File: src/rtl/mad_engine_pkg.sv
// rtl/mad_engine_pkg.sv - shared state encoding and constants for the MAD engine
package madcalc_pkg;

  typedef enum logic [2:0] {
    S_IDLE,
    S_MED_PASS,
    S_MED_DEC,
    S_DEV_PASS,
    S_DEV_DEC,
    S_SCALE,
    S_DONE
  } mad_state_e;

  localparam int          FRAC_BITS     = 8;
  localparam logic [15:0] SCALE_DEFAULT = 16'h017C;

endpackage

File: src/rtl/mad_engine_if.sv
// rtl/mad_engine_if.sv - pipelined sample-RAM read port between the MAD engine and its RAM
interface mad_engine_if #(
  parameter int AW = 7,
  parameter int W  = 8
);
  logic          rd_req;
  logic [AW-1:0] rd_addr;
  logic [W-1:0]  rd_data;
  logic          rd_vld;

  modport master (output rd_req, output rd_addr, input rd_data, input rd_vld);
  modport slave  (input rd_req, input rd_addr, output rd_data, output rd_vld);
endinterface

File: src/rtl/mad_engine_rank_select.sv
// rtl/mad_engine_rank_select.sv - bitwise MSB-first rank selector, one sample pass per result bit
module rank_select #(
  parameter int W  = 8,
  parameter int CW = 8
) (
  input  logic          clk,
  input  logic          rst,
  input  logic          init_i,
  input  logic [CW-1:0] k_i,
  input  logic [W-1:0]  sample_i,
  input  logic          sample_vld_i,
  input  logic          decide_i,
  output logic [W-1:0]  result_o,
  output logic          last_bit_o
);
  localparam int BW = (W > 1) ? $clog2(W) : 1;

  logic [W-1:0]  prefix_q;
  logic [CW-1:0] k_q;
  logic [CW-1:0] cnt_q;
  logic [BW-1:0] bit_q;
  logic [W-1:0]  hi_mask;
  logic [W-1:0]  bit_sel;
  logic          match;
  logic          take_one;

  // Only bits above the one under decision take part in the prefix compare.
  always_comb begin
    hi_mask = '0;
    for (int i = 0; i < W; i++) hi_mask[i] = (i > int'(bit_q));
  end

  assign bit_sel    = W'(1) << bit_q;
  assign match      = (((sample_i ^ prefix_q) & hi_mask) == '0) && !sample_i[bit_q];
  assign take_one   = (k_q >= cnt_q);
  assign result_o   = take_one ? (prefix_q | bit_sel) : prefix_q;
  assign last_bit_o = (bit_q == '0);

  always_ff @(posedge clk or posedge rst) begin
    if (rst) begin
      prefix_q <= '0;
      k_q      <= '0;
      cnt_q    <= '0;
      bit_q    <= '0;
    end else if (init_i) begin
      prefix_q <= '0;
      k_q      <= k_i;
      cnt_q    <= '0;
      bit_q    <= BW'(W - 1);
    end else if (decide_i) begin
      prefix_q <= result_o;
      if (take_one) k_q <= k_q - cnt_q;
      cnt_q    <= '0;
      bit_q    <= bit_q - 1'b1;
    end else if (sample_vld_i && match) begin
      cnt_q    <= cnt_q + 1'b1;
    end
  end
endmodule

File: src/rtl/mad_engine.sv
// rtl/mad_engine.sv - median / median-absolute-deviation engine over an external sample RAM
// Optional unscaled deviation output enabled by defining MAD_ENGINE_RAW_EN.
module mad_engine
  import madcalc_pkg::*;
#(
  parameter int          POPSIZE    = 100,
  parameter int          DATA_WIDTH = 8,
  parameter logic [15:0] SCALE      = SCALE_DEFAULT,
  localparam int         AW         = $clog2(POPSIZE),
  localparam int         W          = DATA_WIDTH
) (
  input  logic                   clk,
  input  logic                   rst,
  input  logic                   start,
  input  logic [AW:0]            n_len,
  input  logic                   abort,
  mad_engine_if.master           ram,
  output logic                   busy,
  output logic                   done,
  output logic                   err,
  output logic [W-1:0]           median,
  output logic [W+FRAC_BITS-1:0] mad
`ifdef MAD_ENGINE_RAW_EN
  ,
  output logic [W-1:0]           mad_raw
`endif
);
  mad_state_e             state_q;
  logic [AW:0]            n_q, k0_q, rsp_q, k_new, rs_k;
  logic [AW-1:0]          addr_q;
  logic                   req_q, busy_q, done_q, err_q;
  logic [W-1:0]           med_val_q, dev_q, median_q;
  logic [W-1:0]           abs_diff, sample, rs_result;
  logic [W+FRAC_BITS-1:0] mad_q, dev_ext, scale_ext, mad_next;
  logic                   in_pass, vld, n_ok, last_rsp;
  logic                   rs_init, rs_decide, rs_last;
`ifdef MAD_ENGINE_RAW_EN
  logic [W-1:0]           raw_q;
  assign mad_raw = raw_q;
`endif

  assign k_new     = (n_len - 1'b1) >> 1;
  assign n_ok      = (n_len != '0) && (n_len <= (AW+1)'(POPSIZE));
  assign in_pass   = (state_q == S_MED_PASS) || (state_q == S_DEV_PASS);
  assign vld       = in_pass && ram.rd_vld;
  assign last_rsp  = vld && (rsp_q == n_q - 1'b1);
  assign abs_diff  = (ram.rd_data >= med_val_q) ? ram.rd_data - med_val_q : med_val_q - ram.rd_data;
  assign sample    = (state_q == S_DEV_PASS) ? abs_diff : ram.rd_data;
  assign rs_decide = (state_q == S_MED_DEC) || (state_q == S_DEV_DEC);
  // The selector is re-armed for the deviation phase on the same edge its last median bit lands.
  assign rs_init   = (state_q == S_IDLE && start && !abort && n_ok) || (state_q == S_MED_DEC && rs_last);
  assign rs_k      = (state_q == S_IDLE) ? k_new : k0_q;
  assign dev_ext   = (W+FRAC_BITS)'(dev_q);
  assign scale_ext = (W+FRAC_BITS)'(SCALE);
  assign mad_next  = dev_ext * scale_ext;

  rank_select #(.W(W), .CW(AW+1)) u_rank (
    .clk          (clk),
    .rst          (rst),
    .init_i       (rs_init),
    .k_i          (rs_k),
    .sample_i     (sample),
    .sample_vld_i (vld),
    .decide_i     (rs_decide),
    .result_o     (rs_result),
    .last_bit_o   (rs_last)
  );

  assign ram.rd_req  = req_q;
  assign ram.rd_addr = addr_q;
  assign busy        = busy_q;
  assign done        = done_q;
  assign err         = err_q;
  assign median      = median_q;
  assign mad         = mad_q;

  always_ff @(posedge clk or posedge rst) begin
    if (rst) begin
      state_q   <= S_IDLE;
      n_q       <= '0;
      k0_q      <= '0;
      rsp_q     <= '0;
      addr_q    <= '0;
      req_q     <= 1'b0;
      busy_q    <= 1'b0;
      done_q    <= 1'b0;
      err_q     <= 1'b0;
      med_val_q <= '0;
      dev_q     <= '0;
      median_q  <= '0;
      mad_q     <= '0;
`ifdef MAD_ENGINE_RAW_EN
      raw_q     <= '0;
`endif
    end else begin
      done_q <= 1'b0;
      err_q  <= 1'b0;
      if (abort) begin
        state_q <= S_IDLE;
        req_q   <= 1'b0;
        busy_q  <= 1'b0;
      end else begin
        case (state_q)
          S_IDLE: if (start) begin
            if (n_ok) begin
              n_q     <= n_len;
              k0_q    <= k_new;
              addr_q  <= '0;
              req_q   <= 1'b1;
              rsp_q   <= '0;
              busy_q  <= 1'b1;
              state_q <= S_MED_PASS;
            end else begin
              done_q  <= 1'b1;
              err_q   <= 1'b1;
              state_q <= S_DONE;
            end
          end
          S_MED_PASS, S_DEV_PASS: begin
            if (req_q) begin
              if ({1'b0, addr_q} == n_q - 1'b1) req_q <= 1'b0;
              else addr_q <= addr_q + 1'b1;
            end
            if (vld) rsp_q <= rsp_q + 1'b1;
            if (last_rsp) state_q <= (state_q == S_MED_PASS) ? S_MED_DEC : S_DEV_DEC;
          end
          S_MED_DEC: begin
            rsp_q  <= '0;
            addr_q <= '0;
            req_q  <= 1'b1;
            if (rs_last) begin
              med_val_q <= rs_result;
              state_q   <= S_DEV_PASS;
            end else begin
              state_q   <= S_MED_PASS;
            end
          end
          S_DEV_DEC: begin
            if (rs_last) begin
              dev_q   <= rs_result;
              state_q <= S_SCALE;
            end else begin
              rsp_q   <= '0;
              addr_q  <= '0;
              req_q   <= 1'b1;
              state_q <= S_DEV_PASS;
            end
          end
          S_SCALE: begin
            median_q <= med_val_q;
            mad_q    <= mad_next;
`ifdef MAD_ENGINE_RAW_EN
            raw_q    <= dev_q;
`endif
            done_q   <= 1'b1;
            busy_q   <= 1'b0;
            state_q  <= S_DONE;
          end
          S_DONE:  state_q <= S_IDLE;
          default: state_q <= S_IDLE;
        endcase
      end
    end
  end
endmodule

File: src/flat_wrapper.sv
// flat-port wrapper written by rule: the top's interface ports become plain ports
module mad_engine_flat import madcalc_pkg::*;
#(
  parameter int          POPSIZE    = 100,
  parameter int          DATA_WIDTH = 8,
  parameter logic [15:0] SCALE      = SCALE_DEFAULT,
  localparam int         AW         = $clog2(POPSIZE),
  localparam int         W          = DATA_WIDTH
)
  (clk, rst, start, n_len, abort, busy, done, err, median, mad, ram_rd_req, ram_rd_addr, ram_rd_data, ram_rd_vld);
  mad_engine_if #(.AW(7), .W(8)) ram_i ();
  input  logic clk;
  input  logic rst;
  input  logic start;
  input  logic [AW:0] n_len;
  input  logic abort;
  output logic busy;
  output logic done;
  output logic err;
  output logic [W-1:0] median;
  output logic [W+FRAC_BITS-1:0] mad;
  output wire logic [$bits(ram_i.rd_req)-1:0] ram_rd_req;
  output wire logic [$bits(ram_i.rd_addr)-1:0] ram_rd_addr;
  input wire logic [$bits(ram_i.rd_data)-1:0] ram_rd_data;
  input wire logic [$bits(ram_i.rd_vld)-1:0] ram_rd_vld;
  assign ram_rd_req = ram_i.rd_req;
  assign ram_rd_addr = ram_i.rd_addr;
  assign ram_i.rd_data = ram_rd_data;
  assign ram_i.rd_vld = ram_rd_vld;
  mad_engine #(.POPSIZE(POPSIZE), .DATA_WIDTH(DATA_WIDTH), .SCALE(SCALE)) u_core (.clk(clk), .rst(rst), .start(start), .n_len(n_len), .abort(abort), .ram(ram_i), .busy(busy), .done(done), .err(err), .median(median), .mad(mad));
endmodule
File: config.mk
export PLATFORM = sky130hd
export DESIGN_NAME = mad_engine_flat
export DESIGN_NICKNAME = d
export VERILOG_FILES = /design/src/rtl/mad_engine_pkg.sv /design/src/rtl/mad_engine_if.sv /design/src/rtl/mad_engine_rank_select.sv /design/src/rtl/mad_engine.sv /design/src/flat_wrapper.sv
export SDC_FILE = /design/constraint.sdc
export NUM_CORES = 1
export LEC_CHECK = 0
export ABC_AREA = 1
export CORE_MARGIN = 1
export CORE_UTILIZATION = 60
export DETAILED_ROUTE_END_ITERATION = 16
export GPL_ROUTABILITY_DRIVEN = 0
export HOLD_SLACK_MARGIN = 0.05
export PLACE_DENSITY_LB_ADDON = 0.08
export SLEW_MARGIN = 40
export SYNTH_ARGS = -nofsm -noshare
export SYNTH_HDL_FRONTEND = slang
export SYNTH_SLANG_ARGS = --single-unit
File: constraint.sdc
create_clock -name clk -period 8.1 [get_ports clk]
set_input_delay 1.215 -clock clk [delete_from_list [all_inputs] [get_ports clk]]
set_output_delay 1.215 -clock clk [all_outputs]
set_load 0.01 [all_outputs]
# Yosys cells after proc, flatten, opt, wreduce, memory -nomap -nowiden
# Cells that the tools add are included.
dict set report totals {
  reg_bits 102
  inputBits 21
  out_inout_bits 35
  word_cells 145
}
dict set report op_classes {
  multipliers 1
  mux 50
  n_reduce_logical 35
  add_sub_neg 9
  magnitude_cmp 11
  n_shift 1
  eq_ne 17
  n_bitwise 4
}
# cell n
set ops {}
lappend ops {{$mux W8} 15}
lappend ops {{$mux W7} 6}
lappend ops {{$pmux W8 S4} 1}
lappend ops {{$pmux W7 S4} 1}
lappend ops {{$mux W3} 8}
lappend ops {{$sub A8 B8 Y8} 3}
lappend ops {{$add A8 B1 Y8 const B} 2}
lappend ops {{$ge A8 B8 Y1} 2}
lappend ops {{$sub A8 B1 Y8 const B} 2}
lappend ops {{$pmux W3 S5} 1}
lappend ops {{$mul A8 B7 Y14 const B} 1}
lappend ops {{$mux W1} 13}
lappend ops {{$gt A3 B3 Y1 const A} 4}
lappend ops {{$logic_and A1 B1 Y1} 9}
lappend ops {{$reduce_and A3 Y1} 3}
lappend ops {{$and A8 B8 Y8} 1}
lappend ops {{$eq A7 B8 Y1} 1}
lappend ops {{$eq A8 B8 Y1} 1}
lappend ops {{$le A8 B7 Y1 const B} 1}
lappend ops {{$logic_not A8 Y1} 1}
lappend ops {{$ne A2 B2 Y1 const B} 4}
lappend ops {{$or A8 B8 Y8} 1}
lappend ops {{$reduce_and A4 Y1} 2}
lappend ops {{$reduce_bool A8 Y1} 1}
lappend ops {{other kinds (29)} 44}

# Depth between registers and ports, before layout
# Gate-level depths: netlist (run 1).
dict set report depth {
  depth_word 11
  depth_mapped 21
  depth_no_buf 21
}

# By module
# A second synthesis (run 1) with hierarchy kept.
dict set report hier_totals {
  hier_cells 1119
  hier_area_um2 8235.4
}
# mod seq_area_each_um2 area_each_um2 cells_per_inst instances
set by_module_without_submodules {}
lappend by_module_without_submodules {mad_engine 1876.8 6079.6 801 1}
lappend by_module_without_submodules {rank_select 675.6 2155.8 318 1}

# Worst setup path before layout (run 1)
# No wires, ideal clock.
dict set report synth_path {
  kind {register to register}
  startpoint {register u_core.dev_q[4]}
  endpoint {register u_core.mad_q[15] (netlist: u_core.mad[15])}
  path_buffers 0
  synth_period_minus_slack_ns 3.879
  path_slack_ns 4.221
  path_stages_with_launch 15
  arrival_time_ns 3.761
  setup_ns 0.118
  required_time_ns 7.982
  cell_sequence {dfrtp_1 -> inv_1 -> fa_1 -> fa_1 -> fa_1 -> fa_1 -> inv_1 -> ha_1 -> nand2_1 -> nor2_1 -> a211oi_1 -> o311ai_0 -> or2_2 -> nand3_1 -> nand2_1}
}
dict set report synth_between {
  elab_chain_cells 1
}
# element line_no
set synth_lines {}
lappend synth_lines {{from (decl)} mad_engine.sv:32} ;# logic [W-1:0] med_val_q, dev_q, median_q;
lappend synth_lines {{from (signal assigned)} mad_engine.sv:140} ;# dev_q <= rs_result;
lappend synth_lines {{$mul A8 B7 Y14} mad_engine.sv:55} ;# assign mad_next = dev_ext * scale_ext;
lappend synth_lines {{to (signal assigned)} mad_engine.sv:151} ;# mad_q <= mad_next;
lappend synth_lines {{to (decl)} mad_engine.sv:34} ;# logic [W+FRAC_BITS-1:0] mad_q, dev_ext, scale_ext, mad_next;
# No other way between the ends.
# A chain may end at the register's enable or synchronous reset.

# Final worst setup path (run 1)
# Same ends and word-level chain as after synthesis.

==> run metrics, run 1 <==
run status finished, final reports clean; Worst Skew around 6 ps; PD cells about 270 nW/um^2; top cell type's share of synthesized area 31.49%; Die Ht 118.2 um; Switching Share about 45%; post-CTS setup buffers 0; PnR worst setup slack between 3000 and 4000 ps; Starting DRT DRC Count roughly 380; Initial Utilization between 60% and 70%; Final Cycle Share between 50% and 60%; CTS Root Cell clkbuf_16; Hold Vio Cnt, Final 0; largest net degree at the start of global routing ~60; final setup vio count 0; clock group share of total power 16.8%; die area between 10000 and 15000 sq um; IO Pins 56; Worst-Skew Late Latency approximately 350 ps; core area 13190 sq um; via count 6985; Synth Instances 1062; buffers added on ports 53; Antenna Cells 0; first-pass GRT wire length ~31 mm; area leader, netlist dfrtp_1; worst vdd ir 198.8 uV; Mapped Area between 8000 and 9000 sq um; Fmax about 0.24 GHz; DRC 0; Leak around 4.6 nW; Seq/Total Area, Yosys a little under a third; Max-Cap Viols 0; Resized cells post-CTS 0; top cells by area, synth dfrtp_1 31%, nand2_1 12%, ha_1 10%; number of flops mapped to enable cells by yosys 0; RSZ-0062 raised after global routing no; Internal ~0.0013 W; crit path capture type register; commonest non-fill, non-tap cell in the layout nand2_1; total gr overflow 0; vias in the first global route 6437; CP Class register to register; sequential share of power a little under a third; synth unique cells 47; Arr. time, crit path roughly 4400 ps; max reg flops 14; Hold WC Path Type register to register; switching power 0.001091 W; clk slew on worst S/H paths roughly 70 ps; pins over their slew limit 0; syn avg cell area about 7.6 sq um; row count 42; #FFs+latches synth about 100; Layout area overhead 11.50%; minimum clock period between 4000 and 5000 ps; Synth Flop Type dfrtp_1; Slew @ Worst Pin roughly 700 ps; Core Util, Final approximately 69%; Crit Path Max Fanout 5; GRT Util Overall between 20% and 30%; Die X 118.2 um; WL final between 15 and 20 mm; cts bufs inserted 9; Worst Setup Start Kind register; asr flop ratio synth 100.0%; Yosys Warn Count 0; Place WS between 3000 and 4000 ps; most frequent cells in the layout 268 x nand2_1, 163 x inv_1, 102 x dfrtp_1; hold-fix buffers at CTS 0; setup TNS 0 ps; drt pass-1 iters 5; Worst slew margin ~52%; Post-layout nets roughly 1200; Wirelength per Cell roughly 14 um; clk sinks around 100; Detail Route Antenna Nets 0; vias per cell about 5.4; Final Power about 0.0024 W; post-DP HPWL between 10 and 15 mm; Comb pwr share around 52%; CTS Buffer Depth 2; TritonCTS clock tree done; layout cells sized above 1 under 10%; Worst EP required about 8300 ps; initial antenna violation count 0; H-tree depth 3
-- cells in the mapped netlist, drive strengths merged (2+ instances only) --
| cell type | number |
|---|---|
| nand4 | 30 |
| nand2 | 277 |
| a21oi | 34 |
| a211oi | 8 |
| nor3 | 10 |
| o21ai | 78 |
| inv | 170 |
| nand3b | 2 |
| clkbuf | 12 |
| o2111ai | 3 |
| a31oi | 13 |
| fa | 24 |
| buf | 7 |
| xnor2 | 11 |
| nand3 | 79 |
| xor2 | 36 |
| clkinv | 4 |
| ha | 68 |
| nor2 | 67 |
| or2 | 12 |
| o211ai | 4 |
| dfrtp | 102 |
| o22ai | 2 |
| nor4 | 2 |
-- routing by layer --
layer / vias up / track usage, % / wire [um]
li1: 3523 / - / -
met1: 3253 / 38.43 / 8414
met2: 186 / 43.86 / 8456
met3: 23 / 2.751 / 780
met4: 0 / 9.615 / 349
met5: - / 0 / 0
-- through the flow --
step	cell area, sq um	std cells	hold WS (ps)
6_report	9037	1289	479.4
5_1_grt	9037	1289	508.9
4_1_cts	9029	1289	479.9
3_5_place_dp	8762	1274	463.6
3_3_place_gp	8762	1274	459.4
2_1_floorplan	8109	1063	453.0
-- power groups by stage --
stage / logic, W / clock network, W / registers (W)
3_3_place_gp: 0.00121 / 0 / 0.000768
2_1_floorplan: 0.000907 / 0 / 0.000755
6_report: 0.00125 / 0.000405 / 0.000763
5_1_grt: 0.00142 / 0.000429 / 0.000780
3_5_place_dp: 0.00123 / 0 / 0.000771
4_1_cts: 0.00124 / 0.000411 / 0.000762
-- final timing paths --
path	slack, ps	to	cells past startpoint	startpoint
max	3940	u_core.mad[15]	16	u_core.dev_q[4]
min	480	u_core.mad[3]	2	u_core.mad[3]
max reg2reg	3940	u_core.mad[15]	16	u_core.dev_q[4]
min reg2reg	480	u_core.mad[3]	2	u_core.mad[3]
min in group asynchronous	1340	u_core.mad[4]	2	rst
max in group asynchronous	5710	u_core.u_rank.k_q[1]	3	rst
-- worst max-delay path, cell delays in order, from the launching register on --
cell and delay [ps]:
dfrtp_1 470, inv_1 150, fa_1 530, inv_1 40
ha_1 300, fa_1 530, inv_1 50, fa_1 500
inv_1 50, ha_1 340, a21oi_1 180, nor2_1 60
a211oi_1 230, o311ai_0 180, or2_2 310, nand3_1 70
nand2_1 50
-- final cells by class --
type	instances	area, sq um
multi-input combinational	767	4787
fill	1169	4153
sequential	102	2552
inverter	175	673.1
timing repair buffer	54	538.0
clock buffer	10	229.0
tap	176	220.2
clock inverter	5	37.54
-- logic make-up after synthesis --
group / Yosys count / share of synthesized area [%]
simple gates: 480 / 27.23
buf+inv: 194 / 9.602
compound gates: 146 / 10.13
flops: 102 / 31.49
fa+ha+maj: 92 / 16.42
xor+xnor: 47 / 5.079
other cells: 1 / 0.04627
Power figures use the tool's default switching activity.
==> run 2: changes to the inputs <==
Clock period 8.1 ns to 4.1 ns, I/O delays scaled along.
==> run metrics, run 2 (synthesis results as in run 1) <==
run status finished, final reports clean; clk slew on worst S/H paths 70 ps (about the same); H-tree depth 3 (unchanged); placed cells 1281 (+0.55%); drt pass-1 iters 5 (unchanged); Starting DRT DRC Count 426 (+11%); core area 13190 sq um (unchanged); Detail Route Antenna Nets 0 (unchanged); TritonCTS clock tree done; Fillers 1123 (-3.9%); CTS Root Cell clkbuf_16; buffers added on ports 53 (unchanged); clk sinks 102 (unchanged); final cell count without fillers 1298 (+0.70%); PnR worst setup slack 156.4 ps (-3779 ps); most frequent cells in the layout 268 x nand2_1, 160 x inv_1, 100 x dfrtp_1; Worst-Skew Late Latency 360 ps (about the same); layout cells sized above 1 7.665% (+1.4 points); crit path cell chain inv_2 > fa_1 > fa_1 > fa_1 > fa_1 > inv_1 > ha_1 > a21oi_1 > o21ai_0 > a21oi_1 > nor2_1 > o21ai_1 > nand2_1 > xnor2_1 > o21ai_0; Antenna Cells 0 (unchanged); vias in the first global route 6492 (+0.85%); Post-layout nets 1230 (+0.65%); Worst Skew 9.411 ps (+3.433 ps); Worst EP required 4320 ps (-4020 ps); max reg flops 14 (unchanged); Worst slew margin 43.82% (-8.2 points); die area 13980 sq um (unchanged); Leak 4.675 nW (+1.5%); Initial Utilization 61.45% (unchanged); worst vdd ir 433.2 uV (+120%); Die Ht 118.2 um (unchanged); Arr. time, crit path 4160 ps (-250 ps); total gr overflow 0 (unchanged); Worst Setup Start Kind register; crit-path max cell delay 570 ps (+40 ps); final setup vio count 0 (unchanged); commonest non-fill, non-tap cell in the layout nand2_1; IO Pins 56 (unchanged); via count 6908 (-1.1%); pins over their slew limit 0 (unchanged); CTS Buffer Depth 2 (unchanged); Core Util, Final 69.54% (+1.0 points); post-DP HPWL 13.94 mm (+0.41%); Wirelength per Cell 14.03 um (+0.48%); CP dominant cell by count fa_1; Crit Path Max Fanout 4 (-1); largest net degree at the start of global routing 68 (+15%); Hold Vio Cnt, Final 0 (unchanged); Worst path slowest cell fa_1; initial antenna violation count 0 (unchanged); crit path capture type register; row count 42 (unchanged); Max-Cap Viols 0 (unchanged); PD cells 532.3 nW/um^2 (+99%); final instance area 9173 sq um (+1.5%); hold-fix buffers at CTS 0 (unchanged); cts bufs inserted 9 (unchanged); Fmax 0.2536 GHz (+5.6%); Slew @ Worst Pin 841.9 ps (+122.5 ps); vias per cell 5.322 (-1.8%); first-pass GRT wire length 31.04 mm (+0.42%); GRT Util Overall 27.61% (+0.33 points); Place WS 41.56 ps (-3868 ps); minimum clock period 3944 ps (-221.3 ps); placed cell area 8830 sq um (+0.77%); DRC 0 (unchanged); Die X 118.2 um (unchanged); CP Class register to register; WL final 18.21 mm (+1.2%); Hold WC Path Type register to register; Final Cycle Share 96.19% (+45 points); Layout area overhead 13.17%
[run 2: metal layers]
layer  part of all wire, %  GRT usage (%)
met1                    47          37.28
met2                    48          46.21
met3                   3.2          4.537
met4                   1.5          6.891
met5                     0              0
[run 2: critical path, delay by kind of cell (launching register included)]
kind            cells  cell delay, ps
compound gates      5             650
buf+inv             2             130
xor+xnor            1             120
flops               1             370
simple gates        2             140
fa+ha+maj           5            2390
[run 2: worst paths after layout]
path,cells after the start,slack (ps),to,start
worst max-delay path,15,160,u_core.mad[12],u_core.dev_q[4]
worst min-delay path,2,480,u_core.median[6],u_core.median[6]
worst max register to register,15,160,u_core.mad[12],u_core.dev_q[4]
worst min register to register,2,480,u_core.median[6],u_core.median[6]
max in group asynchronous,3,2710,u_core.dev_q[7],rst
min in group asynchronous,2,750,u_core.rsp_q[3],rst
[run 2: cell type report]
cell class	count	area, sq um	share of cell area (%)
flip-flops and latches	102	2555	27.85
repair buffers	62	610.6	6.657
inverters	175	678.2	7.393
clock inverters	6	76.32	0.8321
multi-input cells	767	4803	52.37
clock buffers	10	229.0	2.496
well taps	176	220.2	2.401
[run 2: power breakdown]
group	total [W]	switching [W]	internal, W
sequential	0.00149	0.000224	0.00127
combinational	0.00249	0.00154	0.000951
clock	0.000898	0.000412	0.000486
total	0.00488	0.00218	0.00271
[run 2: through the flow]
step | setup TNS (ps) | hold slack [ps] | power, W
2_1_floorplan | 0 | 453.0 | 0.003284
3_3_place_gp | 0 | 458.8 | 0.003914
3_5_place_dp | 0 | 468.4 | 0.003970
4_1_cts | 0 | 485.1 | 0.004883
5_1_grt | -95.02 | 496.5 | 0.005314
6_report | 0 | 484.2 | 0.004882
[run 2: repair_timing]
action | in CTS | in global routing
setup buffers | 0 | 1
setup endpoints to repair | 0 | 3
resized for setup | 0 | 12
==> run 3: changes to the inputs <==
Settings changed: PLACE_DENSITY_LB_ADDON 0.08 to 0.05.
==> run metrics, run 3 (synthesis results as in run 1) <==
pins over their slew limit 0 (unchanged); Final Cycle Share 94.60% (-1.6 points); total gr overflow 0 (unchanged); Starting DRT DRC Count 331 (-22%); max reg flops 14 (unchanged); minimum clock period 3879 ps (-64.89 ps); RSZ-0062 raised after global routing no; final setup vio count 0 (unchanged); Worst-Skew Late Latency 360 ps (about the same); vias in the first global route 6594 (+1.6%); CTS Buffer Depth 2 (unchanged); largest net degree at the start of global routing 61 (-10%); WL final 18.27 mm (+0.30%); Leak 4.668 nW (-0.13%); IO Pins 56 (unchanged); Detail Route Antenna Nets 0 (unchanged); vias per cell 5.401 (+1.5%); Initial Utilization 61.45% (unchanged); commonest non-fill, non-tap cell in the layout nand2_1; DRC 0 (unchanged); Die X 118.2 um (unchanged); cts bufs inserted 9 (unchanged); Die Ht 118.2 um (unchanged); first-pass GRT wire length 31.11 mm (+0.24%); die area 13980 sq um (unchanged); Fmax 0.2578 GHz (+1.7%); setup TNS 0 ps (unchanged); Worst path slowest cell fa_1; PnR worst setup slack 221.3 ps (+64.89 ps); GRT Util Overall 27.72% (+0.11 points); post-DP HPWL 13.80 mm (-1.0%); PD cells 533.1 nW/um^2 (+0.15%); Max-Cap Viols 0 (unchanged); Worst Setup Start Kind register; Place WS 6.115 ps (-35.45 ps); drt pass-1 iters 5 (unchanged); clk slew on worst S/H paths 70 ps (about the same); Worst Skew 5.539 ps (-3.872 ps); buffers added on ports 53 (unchanged); Antenna Cells 0 (unchanged); row count 42 (unchanged); Wirelength per Cell 14.07 um (+0.30%); hold-fix buffers at CTS 0 (unchanged); Post-layout nets 1230 (unchanged); H-tree depth 3 (unchanged); initial antenna violation count 0 (unchanged); core area 13190 sq um (unchanged); run status finished, final reports clean; Worst slew margin 61.77% (+18 points); CP dominant cell by count fa_1; most frequent cells in the layout 268 x nand2_1, 159 x inv_1, 101 x dfrtp_1; layout cells sized above 1 7.843% (+0.18 points); TritonCTS clock tree done; CTS Root Cell clkbuf_16; crit-path max cell delay 550 ps (-20 ps); Slew @ Worst Pin 573.4 ps (-268.5 ps); Worst EP required 4310 ps (about the same); Hold WC Path Type register to register; Crit Path Max Fanout 4 (unchanged); CP Class register to register; worst vdd ir 324.8 uV (-25%); Hold Vio Cnt, Final 0 (unchanged); Arr. time, crit path 4090 ps (-70 ps); clk sinks 102 (unchanged); Layout area overhead 13.41%; crit path cell chain inv_2 > fa_1 > fa_1 > fa_1 > fa_1 > inv_1 > ha_4 > a21oi_1 > o21ai_0 > a21oi_1 > nor2_1 > o21ai_1 > nand2_1 > xnor2_1 > o21ai_0; via count 7011 (+1.5%); crit path capture type register
-- run 3: cell count changes in the layout (fill, tap and decap cells not counted), moves of 2 or more --
cell	delta
clkbuf_8	+2
ha_1	-2
inv_2	+2
inv_6	-3
-- run 3: metal layers --
metal | wire length, um | GRT usage (%)
met5 | 0 | 0
met4 | 533 | 12.34
met3 | 592 | 3.185
met2 | 8534 | 44.60
met1 | 8607 | 37.73
-- run 3: layout make-up --
class / count / area [sq um]
clock buffer: 12 / 256.5
sequential: 102 / 2554
clock inverter: 4 / 55.05
multi-input combinational: 767 / 4821
timing repair buffer: 62 / 610.6
fill: 1143 / 3998
tap: 176 / 220.2
inverter: 175 / 675.6
-- run 3: report_power, final --
part	switching [W]	leakage [nW]	internal, W
registers	0.000224	1.35	0.00127
logic	0.00154	3.17	0.000961
clock network	0.000396	0.149	0.000510
total	0.00216	4.67	0.00274
-- run 3: worst paths after layout --
kind / from / to / slack, ps / cells past startpoint
max in group asynchronous: rst / u_core.u_rank.cnt_q[5] / 2740 / 3
max: u_core.dev_q[4] / u_core.mad[12] / 220 / 15
min: u_core.mad[3] / u_core.mad[3] / 480 / 2
min reg2reg: u_core.mad[3] / u_core.mad[3] / 480 / 2
max reg2reg: u_core.dev_q[4] / u_core.mad[12] / 220 / 15
min in group asynchronous: rst / u_core.mad[7] / 710 / 2
-- run 3: worst max-delay path, delay by kind of cell, from the launching register on --
family	cells	cell delay, ps
AO/OA/AOI/OAI	5	660
XOR/XNOR	1	150
adder cells (fa/ha/maj)	5	2260
buffers and inverters	2	130
flip-flops	1	360
AND/OR/NAND/NOR	2	170
-- run 3: what timing repair did --
| item | 4_1_cts | 5_1_grt |
|---|---|---|
| gates resized for setup | 1 | 11 |
| endpoints found under the setup margin | 1 | 3 |
| setup buffers | 0 | 1 |
| pin swaps | 0 | 1 |
-- run 3: metrics by stage --
stage / cell area, sq um / cells / power (W) / utilization (%) / hold WS, ps
floorplan: 8109 / 1063 / 0.003284 / - / 453.0
global placement: 8827 / 1281 / 0.003914 / 66.92 / 459.8
detailed placement: 8827 / 1281 / 0.003964 / 66.92 / 464.0
CTS: 9139 / 1297 / 0.004873 / 69.28 / 479.0
global route: 9193 / 1298 / 0.005336 / 69.69 / 498.0
finish: 9193 / 1298 / 0.004900 / 69.69 / 478.4
